$ cat src/rtl/tile_writeback.sv
// Streams one 32x32 RGB565 tile from tile memory to a linear framebuffer over an
// Avalon-MM write master, buffering reads in a 4-entry FIFO to absorb slave stalls.
module tile_writeback #(
    parameter logic [31:0] FB_BASE   = 32'h0000_0000,
    parameter int unsigned FB_STRIDE = 1280
) (
    input  logic        clk,
    input  logic        reset,
    input  logic        start,
    input  logic [5:0]  tile_x,
    input  logic [5:0]  tile_y,
    input  logic        render_done,
    output logic [9:0]  tile_addr,
    input  logic [15:0] tile_data,
    output logic [31:0] avm_address,
    output logic        avm_write,
    output logic [15:0] avm_writedata,
    input  logic        avm_waitrequest,
    output logic        busy,
    output logic        done
);

    typedef enum logic [1:0] {IDLE, WAIT_TILE, STREAM, FINISH} state_t;

    localparam logic [31:0] ROW_PITCH  = 32'(FB_STRIDE);
    localparam logic [31:0] TILE_PITCH = 32'(FB_STRIDE * 32);

    state_t      state_q;
    logic [5:0]  tile_x_q, tile_y_q;
    logic [31:0] row_base_q, addr_q;
    logic [4:0]  col_q;
    logic [10:0] rd_cnt_q, wr_cnt_q;
    logic        inflight_q;
    logic [15:0] fifo_mem_q [4];
    logic [1:0]  fifo_wr_q, fifo_rd_q;
    logic [2:0]  fifo_cnt_q;
    logic [9:0]  tile_addr_q;
    logic        busy_q, done_q;

    logic [31:0] tile_base_d, row_base_d;
    logic        issue, push, pop;

    // Only the per-tile origin uses a multiply; it settles while waiting for the renderer.
    assign tile_base_d = FB_BASE + ({26'd0, tile_y_q} * TILE_PITCH) + {20'd0, tile_x_q, 6'd0};
    assign row_base_d  = row_base_q + ROW_PITCH;

    // Occupancy counts reads still in flight so a stalled slave can never overflow the FIFO.
    assign issue = (state_q == STREAM) && !rd_cnt_q[10] &&
                   ((fifo_cnt_q + 3'(inflight_q)) < 3'd4);
    assign push  = inflight_q;
    assign pop   = avm_write && !avm_waitrequest;

    assign avm_write     = (state_q == STREAM) && (fifo_cnt_q != 3'd0);
    assign avm_writedata = (fifo_cnt_q != 3'd0) ? fifo_mem_q[fifo_rd_q] : 16'd0;
    assign avm_address   = addr_q;
    assign tile_addr     = issue ? rd_cnt_q[9:0] : tile_addr_q;
    assign busy          = busy_q;
    assign done          = done_q;

    always_ff @(posedge clk) begin
        if (reset) begin
            state_q     <= IDLE;
            tile_x_q    <= 6'd0;
            tile_y_q    <= 6'd0;
            row_base_q  <= 32'd0;
            addr_q      <= 32'd0;
            col_q       <= 5'd0;
            rd_cnt_q    <= 11'd0;
            wr_cnt_q    <= 11'd0;
            inflight_q  <= 1'b0;
            fifo_wr_q   <= 2'd0;
            fifo_rd_q   <= 2'd0;
            fifo_cnt_q  <= 3'd0;
            tile_addr_q <= 10'd0;
            busy_q      <= 1'b0;
            done_q      <= 1'b0;
        end else begin
            done_q <= 1'b0;
            case (state_q)
                IDLE: begin
                    tile_addr_q <= 10'd0;
                    inflight_q  <= 1'b0;
                    fifo_wr_q   <= 2'd0;
                    fifo_rd_q   <= 2'd0;
                    fifo_cnt_q  <= 3'd0;
                    if (start) begin
                        tile_x_q <= tile_x;
                        tile_y_q <= tile_y;
                        busy_q   <= 1'b1;
                        state_q  <= WAIT_TILE;
                    end
                end
                WAIT_TILE: begin
                    row_base_q <= tile_base_d;
                    addr_q     <= tile_base_d;
                    col_q      <= 5'd0;
                    rd_cnt_q   <= 11'd0;
                    wr_cnt_q   <= 11'd0;
                    if (render_done) begin
                        state_q <= STREAM;
                    end
                end
                STREAM: begin
                    inflight_q <= issue;
                    if (issue) begin
                        tile_addr_q <= rd_cnt_q[9:0];
                        rd_cnt_q    <= rd_cnt_q + 11'd1;
                    end
                    if (push) begin
                        fifo_mem_q[fifo_wr_q] <= tile_data;
                        fifo_wr_q             <= fifo_wr_q + 2'd1;
                    end
                    fifo_cnt_q <= fifo_cnt_q + 3'(push) - 3'(pop);
                    if (pop) begin
                        fifo_rd_q <= fifo_rd_q + 2'd1;
                        wr_cnt_q  <= wr_cnt_q + 11'd1;
                        if (col_q == 5'd31) begin
                            row_base_q <= row_base_d;
                            addr_q     <= row_base_d;
                            col_q      <= 5'd0;
                        end else begin
                            addr_q <= addr_q + 32'd2;
                            col_q  <= col_q + 5'd1;
                        end
                        if (wr_cnt_q == 11'd1023) begin
                            done_q  <= 1'b1;
                            state_q <= FINISH;
                        end
                    end
                end
                FINISH: begin
                    busy_q  <= 1'b0;
                    state_q <= IDLE;
                end
                default: state_q <= IDLE;
            endcase
        end
    end

endmodule

$ cat config.mk
export PLATFORM = sky130hd
export DESIGN_NAME = tile_writeback
export DESIGN_NICKNAME = d
export VERILOG_FILES = /design/src/rtl/tile_writeback.sv
export SDC_FILE = /design/constraint.sdc
export NUM_CORES = 1
export LEC_CHECK = 0
export BUFFER_PORTS_ARGS = -buffer_cell sky130_fd_sc_hd__buf_2
export CAP_MARGIN = 20
export CORE_UTILIZATION = 33
export DETAILED_ROUTE_END_ITERATION = 12
export PLACE_DENSITY = 0.47
export SLEW_MARGIN = 20
export SYNTH_ARGS = -nofsm -noshare
export SYNTH_HDL_FRONTEND = slang
export SYNTH_SLANG_ARGS = --single-unit
export TNS_END_PERCENT = 100
$ cat constraint.sdc
create_clock -name clk -period 4.3 [get_ports clk]
set_clock_uncertainty 0.1 [all_clocks]
set_input_delay 1.075 -clock clk [delete_from_list [all_inputs] [get_ports clk]]
set_output_delay 1.075 -clock clk [all_outputs]
set_load 0.01 [all_outputs]
==> results of run 1 <==
state kept, by name, summed over array words and instances (netlist names), 2 cells and up, named ones only:
signal / flops
avm_address: 32
col_q: 5
fifo_cnt_q: 3
fifo_mem_q: 64
fifo_rd_q: 2
fifo_wr_q: 2
rd_cnt_q: 11
row_base_q: 26
state_q: 2
tile_addr_q: 10
tile_x_q: 6
tile_y_q: 6
wr_cnt_q: 11
worst paths after layout:
check	slack, ns	depth (start not counted)	start	end
max	0.63	7	inflight_q$_SDFFE_PP0P_	tile_addr[1]
min	0.33	2	avm_address[0]$_SDFFE_PP0P_	avm_address[0]$_SDFFE_PP0P_
min reg2reg	0.33	2	avm_address[0]$_SDFFE_PP0P_	avm_address[0]$_SDFFE_PP0P_
max reg2reg	1.31	9	col_q[0]$_SDFFE_PP0P_	row_base_q[25]$_SDFFE_PP0P_
placed cells by master (no fill, tap or decap), types with 5 or more instances in the layout:
master / netlist / routed
nand2_1: 131 / 131
dfxtp_1: 121 / 121
nor2_1: 107 / 107
buf_2: 15 / 92
a21oi_1: 79 / 79
edfxtp_1: 64 / 64
o21ai_0: 38 / 38
nand3_1: 28 / 28
ha_1: 26 / 26
and2_1: 25 / 25
xor2_1: 25 / 25
xnor2_1: 23 / 23
nor3_1: 22 / 22
nand4_1: 17 / 17
clkbuf_16: 0 / 17
buf_4: 0 / 17
inv_1: 16 / 16
mux4_2: 16 / 16
nor2b_1: 13 / 13
a31oi_1: 11 / 11
or3_1: 10 / 10
and3_1: 10 / 10
a22oi_1: 7 / 7
a21o_1: 7 / 7
a211oi_1: 7 / 7
nand2b_1: 6 / 6
nand3b_1: 5 / 5
and4_1: 5 / 5
mux2i_1: 5 / 5
clkinv_8: 0 / 5
power by group through the flow:
stage | sequential [mW] | clock, mW | combinational [mW]
2_1_floorplan | 2.07 | 0 | 0.837
3_3_place_gp | 2.09 | 0 | 1.27
3_5_place_dp | 2.10 | 0 | 1.26
4_1_cts | 2.05 | 1.69 | 1.27
5_1_grt | 2.07 | 1.77 | 1.39
6_report | 2.05 | 1.65 | 1.25
per-layer routing:
layer / up-vias / part of all wire, %
met5: - / 0
met4: 0 / 0.73
met2: 144 / 46
met1: 3450 / 50
met3: 13 / 3.7
li1: 3566 / -
cell families (layout without fill, tap and decap cells):
logic type	Yosys count	count (layout)
flops	185	185
fa+ha+maj	27	27
xor+xnor	48	48
simple gates	404	404
buf+inv	69	158
compound gates	198	198
mux	21	21
tightest hold or removal path: stages (launching register included):
cell and delay (ns):
dfxtp_1 0.31, inv_1 0.04, nor2_1 0.03
metrics by stage:
step | cell area (um^2) | hold WS (ns) | setup slack (ns)
after detailed placement | 9798 | 0.3145 | 1.047
after global placement | 9798 | 0.3149 | 1.083
final | 10430 | 0.3280 | 0.6291
after global routing | 10430 | 0.3513 | 0.3330
after floorplan | 9017 | 0.3292 | 1.384
after CTS | 10430 | 0.3326 | 0.5536
cell type report:
type | count | area, um^2 | area share, %
multi-input cells | 698 | 4375 | 41.97
flip-flops and latches | 185 | 4344 | 41.67
clock inverters | 15 | 201.4 | 1.932
well taps | 341 | 426.7 | 4.093
inverters | 17 | 63.81 | 0.6121
repair buffers | 109 | 588.1 | 5.641
clock buffers | 17 | 425.4 | 4.081
==> out/metrics.csv, run 1 <==
metric,value,unit
status,finished clean,
hold_path_class,flop to flop,
die_h,167.3,um
io_buffer_count,93,
synthTopCellsByCount,"131 x nand2_1, 121 x dfxtp_1, 107 x nor2_1",
viasPerCell,5.190,
path_cells,"ha_1, ha_1, xnor2_1, nor3b_2, nand2_1, nand2_1, buf_2",
synth_ff_type,dfxtp_1,
crit_type,flop to primary output,
cts_tree,yes,
row_count,60,
final_cells,1382,
slew_headroom,33.04,%
critical-path-top-delay-family,simple AND/OR/NAND/NOR gates,
cpPeakStageDelay,0.69,ns
p_switching,1.826,mW
cp_data_required_time,3.12,ns
synth_top_family_by_area,simple AND/OR/NAND/NOR gates,
grt_remaining_overflow,0,
yosys.area.top_type_share,26.86,%
fmax,272.4,MHz
met3_usage,3.073,%
synth-simple-area-share,21.70,%
num_vias,7173,
startpoint_type,flop,
period_share,85.37,%
totalWireLength,23680,um
dp_cells,1350,
fin_util,38.79,%
area_delta_synth_final,15.61,%
cp_max_fo,12,
ant_nets,0,
diodes,0,
htree_levels,4,
yosys_warnings,0,
synth.largest_area_cell,dfxtp_1,
p_sw_share,36.82,%
rsz0062_at_grt,no,
synthMuxAreaShare,4.551,%
synth.yosys.seq_area_share,48.18,%
syn_area,0.009017,mm^2
setup_tns,0,ns
p_int,3.132,mW
die_x,167.3,um
clk_pin_slew_worst_paths,0.08,ns
start_util,33.55,%
drtIter0Drc,408,
grt_use_met2,27.30,%
n_fill_cell,2735,
yosysMostFrequentCell,nand2_1,
clock_tree.buffer_depth,2,
top_usage_layer,met2,
synth-xor-area-share,4.662,%
antenna_found_initial,0,
drive_gt1_share,17.00,%
grt_max_degree,40,
clock_latency,0.45,ns
grt_pass1_vias,6764,
synthArstFlopShare,0,%
pwr-share-comb,25.3,%
nets,1088,
cp.arrival,2.50,ns
synth-seq-cells,185,
finalCriticalPeriod,3.671,ns
hold_viol,0,
cts_buffers,17,
max-cap-violations,0,
met1_usage,24.37,%
p_per_area,475.6,mW/mm^2
pwr-share-seq,41.4,%
drc,0,
synth_cell_types,78,
num_io_pins,94,
setup_viol,0,
path_buf_inv,1,
avgRoutedWirePerCell,17.13,um
synth-compound-area-share,13.63,%
cts-root-buf,clkbuf_16,
synthesis.nets,1012,
avgSynthCellArea,9.472,um^2
p_total,4.958,mW
worstMarginPinSlew,0.9904,ns
yosys.area_share.adder,3.830,%
grt_pass1_wl,37900,um
design.core.area,0.02688,mm^2
synth_area_leaders,"dfxtp_1 27%, edfxtp_1 21%, nand2_1 5.5%",
power_leakage,3.921,nW
cts_setup_buffers,0,
syn_inst,952,
hold_buffers,0,
fp.dieArea,0.02799,mm^2
gp_congestion,0.7628,
crit_path_end_kind,primary output,
clkSinkCount,185,
cts_resized,0,
dr.pass1.iters,5,
ir_drop,0.0002319,V
post-dp-hpwl,16350,um
slew_violations,0,
clockPowerShare,33.3,%
track_usage,17.30,%
synth-edff-count,64,
cp_slowest_cell,nor3b_2,
No activity file was read; power rests on OpenSTA's default activity.
==> inputs of run 2 (changes only) <==
Settings changed: CORE_ASPECT_RATIO from default to 1.4.
==> out/metrics.csv, run 2 (synthesized netlist as in run 1, its figures left out) <==
metric,value,unit
p_total,5.010,mW
htree_levels,4,
clockPowerShare,34.2,%
track_usage,18.27,%
whs_path_depth,2,
antenna_found_initial,0,
max-cap-violations,0,
totalWireLength,24490,um
cp.arrival,2.51,ns
avgRoutedWirePerCell,17.46,um
cts_resized,0,
cp_max_fo,9,
diodes,0,
grt_pass1_wl,38780,um
start_util,33.61,%
die_x,141.7,um
r2r_slack,1.15,ns
top_register,fifo_mem_q,
cts_buffers,17,
layout_commonest_cell,nand2_1,
slew_headroom,38.48,%
io_buffer_count,93,
dpl_worst_slack,0.7427,ns
rr_startpoint,state_q[0]$_SDFFE_PP0P_,
setup_ws,0.6158,ns
num_vias,7209,
post-dp-hpwl,16990,um
p_switching,1.706,mW
cp_data_required_time,3.12,ns
drtIter0Drc,336,
power_leakage,3.925,nW
drc,0,
grt_max_degree,60,
cts-root-buf,clkbuf_16,
num_io_pins,94,
hold_path_class,flop to flop,
row_count,71,
clk_pin_slew_worst_paths,0.07,ns
ir_drop,0.0003126,V
p_per_area,479.6,mW/mm^2
finalInstanceArea,0.01045,mm^2
die_h,197.6,um
p_sw_share,34.04,%
hold_viol,0,
setup_tns,0,ns
worstMarginPinSlew,0.9229,ns
pwr-share-comb,24.7,%
crit_type,flop to primary output,
clock_tree.buffer_depth,2,
cts_setup_buffers,0,
dr.pass1.iters,5,
fp.dieArea,0.02800,mm^2
finalCriticalPeriod,3.684,ns
clock_latency,0.45,ns
design.core.area,0.02683,mm^2
rsz0062_at_grt,no,
nets,1085,
r2r_end,row_base_q[10]$_SDFFE_PP0P_,
gp_congestion,0.7990,
period_share,85.68,%
holdWs,0.3267,ns
p_int,3.305,mW
viasPerCell,5.138,
final_cells,1403,
reg2reg_depth,9,
final_cell_mix,"131 x nand2_1, 121 x dfxtp_1, 107 x nor2_1",
area_delta_synth_final,15.86,%
hold_buffers,0,
largest_reg_flops,64,
status,finished clean,
setup_viol,0,
fin_util,38.94,%
grt_remaining_overflow,0,
clkSinkCount,185,
hp-start,avm_address[0]$_SDFFE_PP0P_,
crit_path_end_kind,primary output,
grt_pass1_vias,7082,
startpoint_type,flop,
hold_end,avm_address[0]$_SDFFE_PP0P_,
drive_gt1_share,16.76,%
slew_violations,0,
dp_cells,1371,
placed_cell_area,0.009806,mm^2
cts_tree,yes,
pwr-share-seq,41.0,%
ant_nets,0,
fmax,271.4,MHz
[run 2: cell types whose count changed in the layout (fill, tap and decap cells not counted), moves of 3 or more]
cell and change:
clkinv_8 -5, buf_4 -3, clkbuf_8 +3, inv_12 -3
inv_8 -3
[run 2: worst max-delay path by stage]
stage / endpoint / start / depth (start not counted)
after floorplan: tile_addr[0] / inflight_q$_SDFFE_PP0P_ / 7
after CTS: tile_addr[2] / inflight_q$_SDFFE_PP0P_ / 8
after global routing: tile_addr[3] / inflight_q$_SDFFE_PP0P_ / 8
final: tile_addr[2] / inflight_q$_SDFFE_PP0P_ / 8
after global placement: row_base_q[10]$_SDFFE_PP0P_ / avm_waitrequest / 8
after detailed placement: row_base_q[10]$_SDFFE_PP0P_ / avm_waitrequest / 8
[run 2: power by group through the flow]
| stage | sequential, mW | combinational (mW) | clock [mW] |
|---|---|---|---|
| 4_1_cts | 2.06 | 1.26 | 1.74 |
| 6_report | 2.06 | 1.24 | 1.72 |
| 3_5_place_dp | 2.10 | 1.26 | 0 |
| 2_1_floorplan | 2.07 | 0.837 | 0 |
| 3_3_place_gp | 2.09 | 1.26 | 0 |
| 5_1_grt | 2.07 | 1.40 | 1.82 |
[run 2: cell type report]
| type | count | area [um^2] |
|---|---|---|
| multi-input combinational | 698 | 4375 |
| tap | 365 | 456.7 |
| timing repair buffer | 106 | 565.5 |
| sequential | 185 | 4344 |
| clock buffer | 22 | 516.7 |
| fill | 2814 | 16380 |
| clock inverter | 10 | 125.1 |
| inverter | 17 | 63.81 |
[run 2: worst max-delay path, cell delays in order, from the launching register on]
cell	delay, ns
dfxtp_1	0.36
ha_1	0.22
ha_1	0.21
xnor2_1	0.19
nor3b_2	0.54
buf_4	0.26
nand2_1	0.07
nand2_1	0.07
buf_2	0.13
[run 2: per-layer routing]
layer / global-route usage, % / up-vias / share of wire [%]
met1: 21.32 / 3502 / 43
met5: 0 / - / 0
li1: - / 3551 / -
met4: 7.885 / 0 / 2.8
met2: 32.62 / 119 / 51
met3: 3.127 / 37 / 2.9
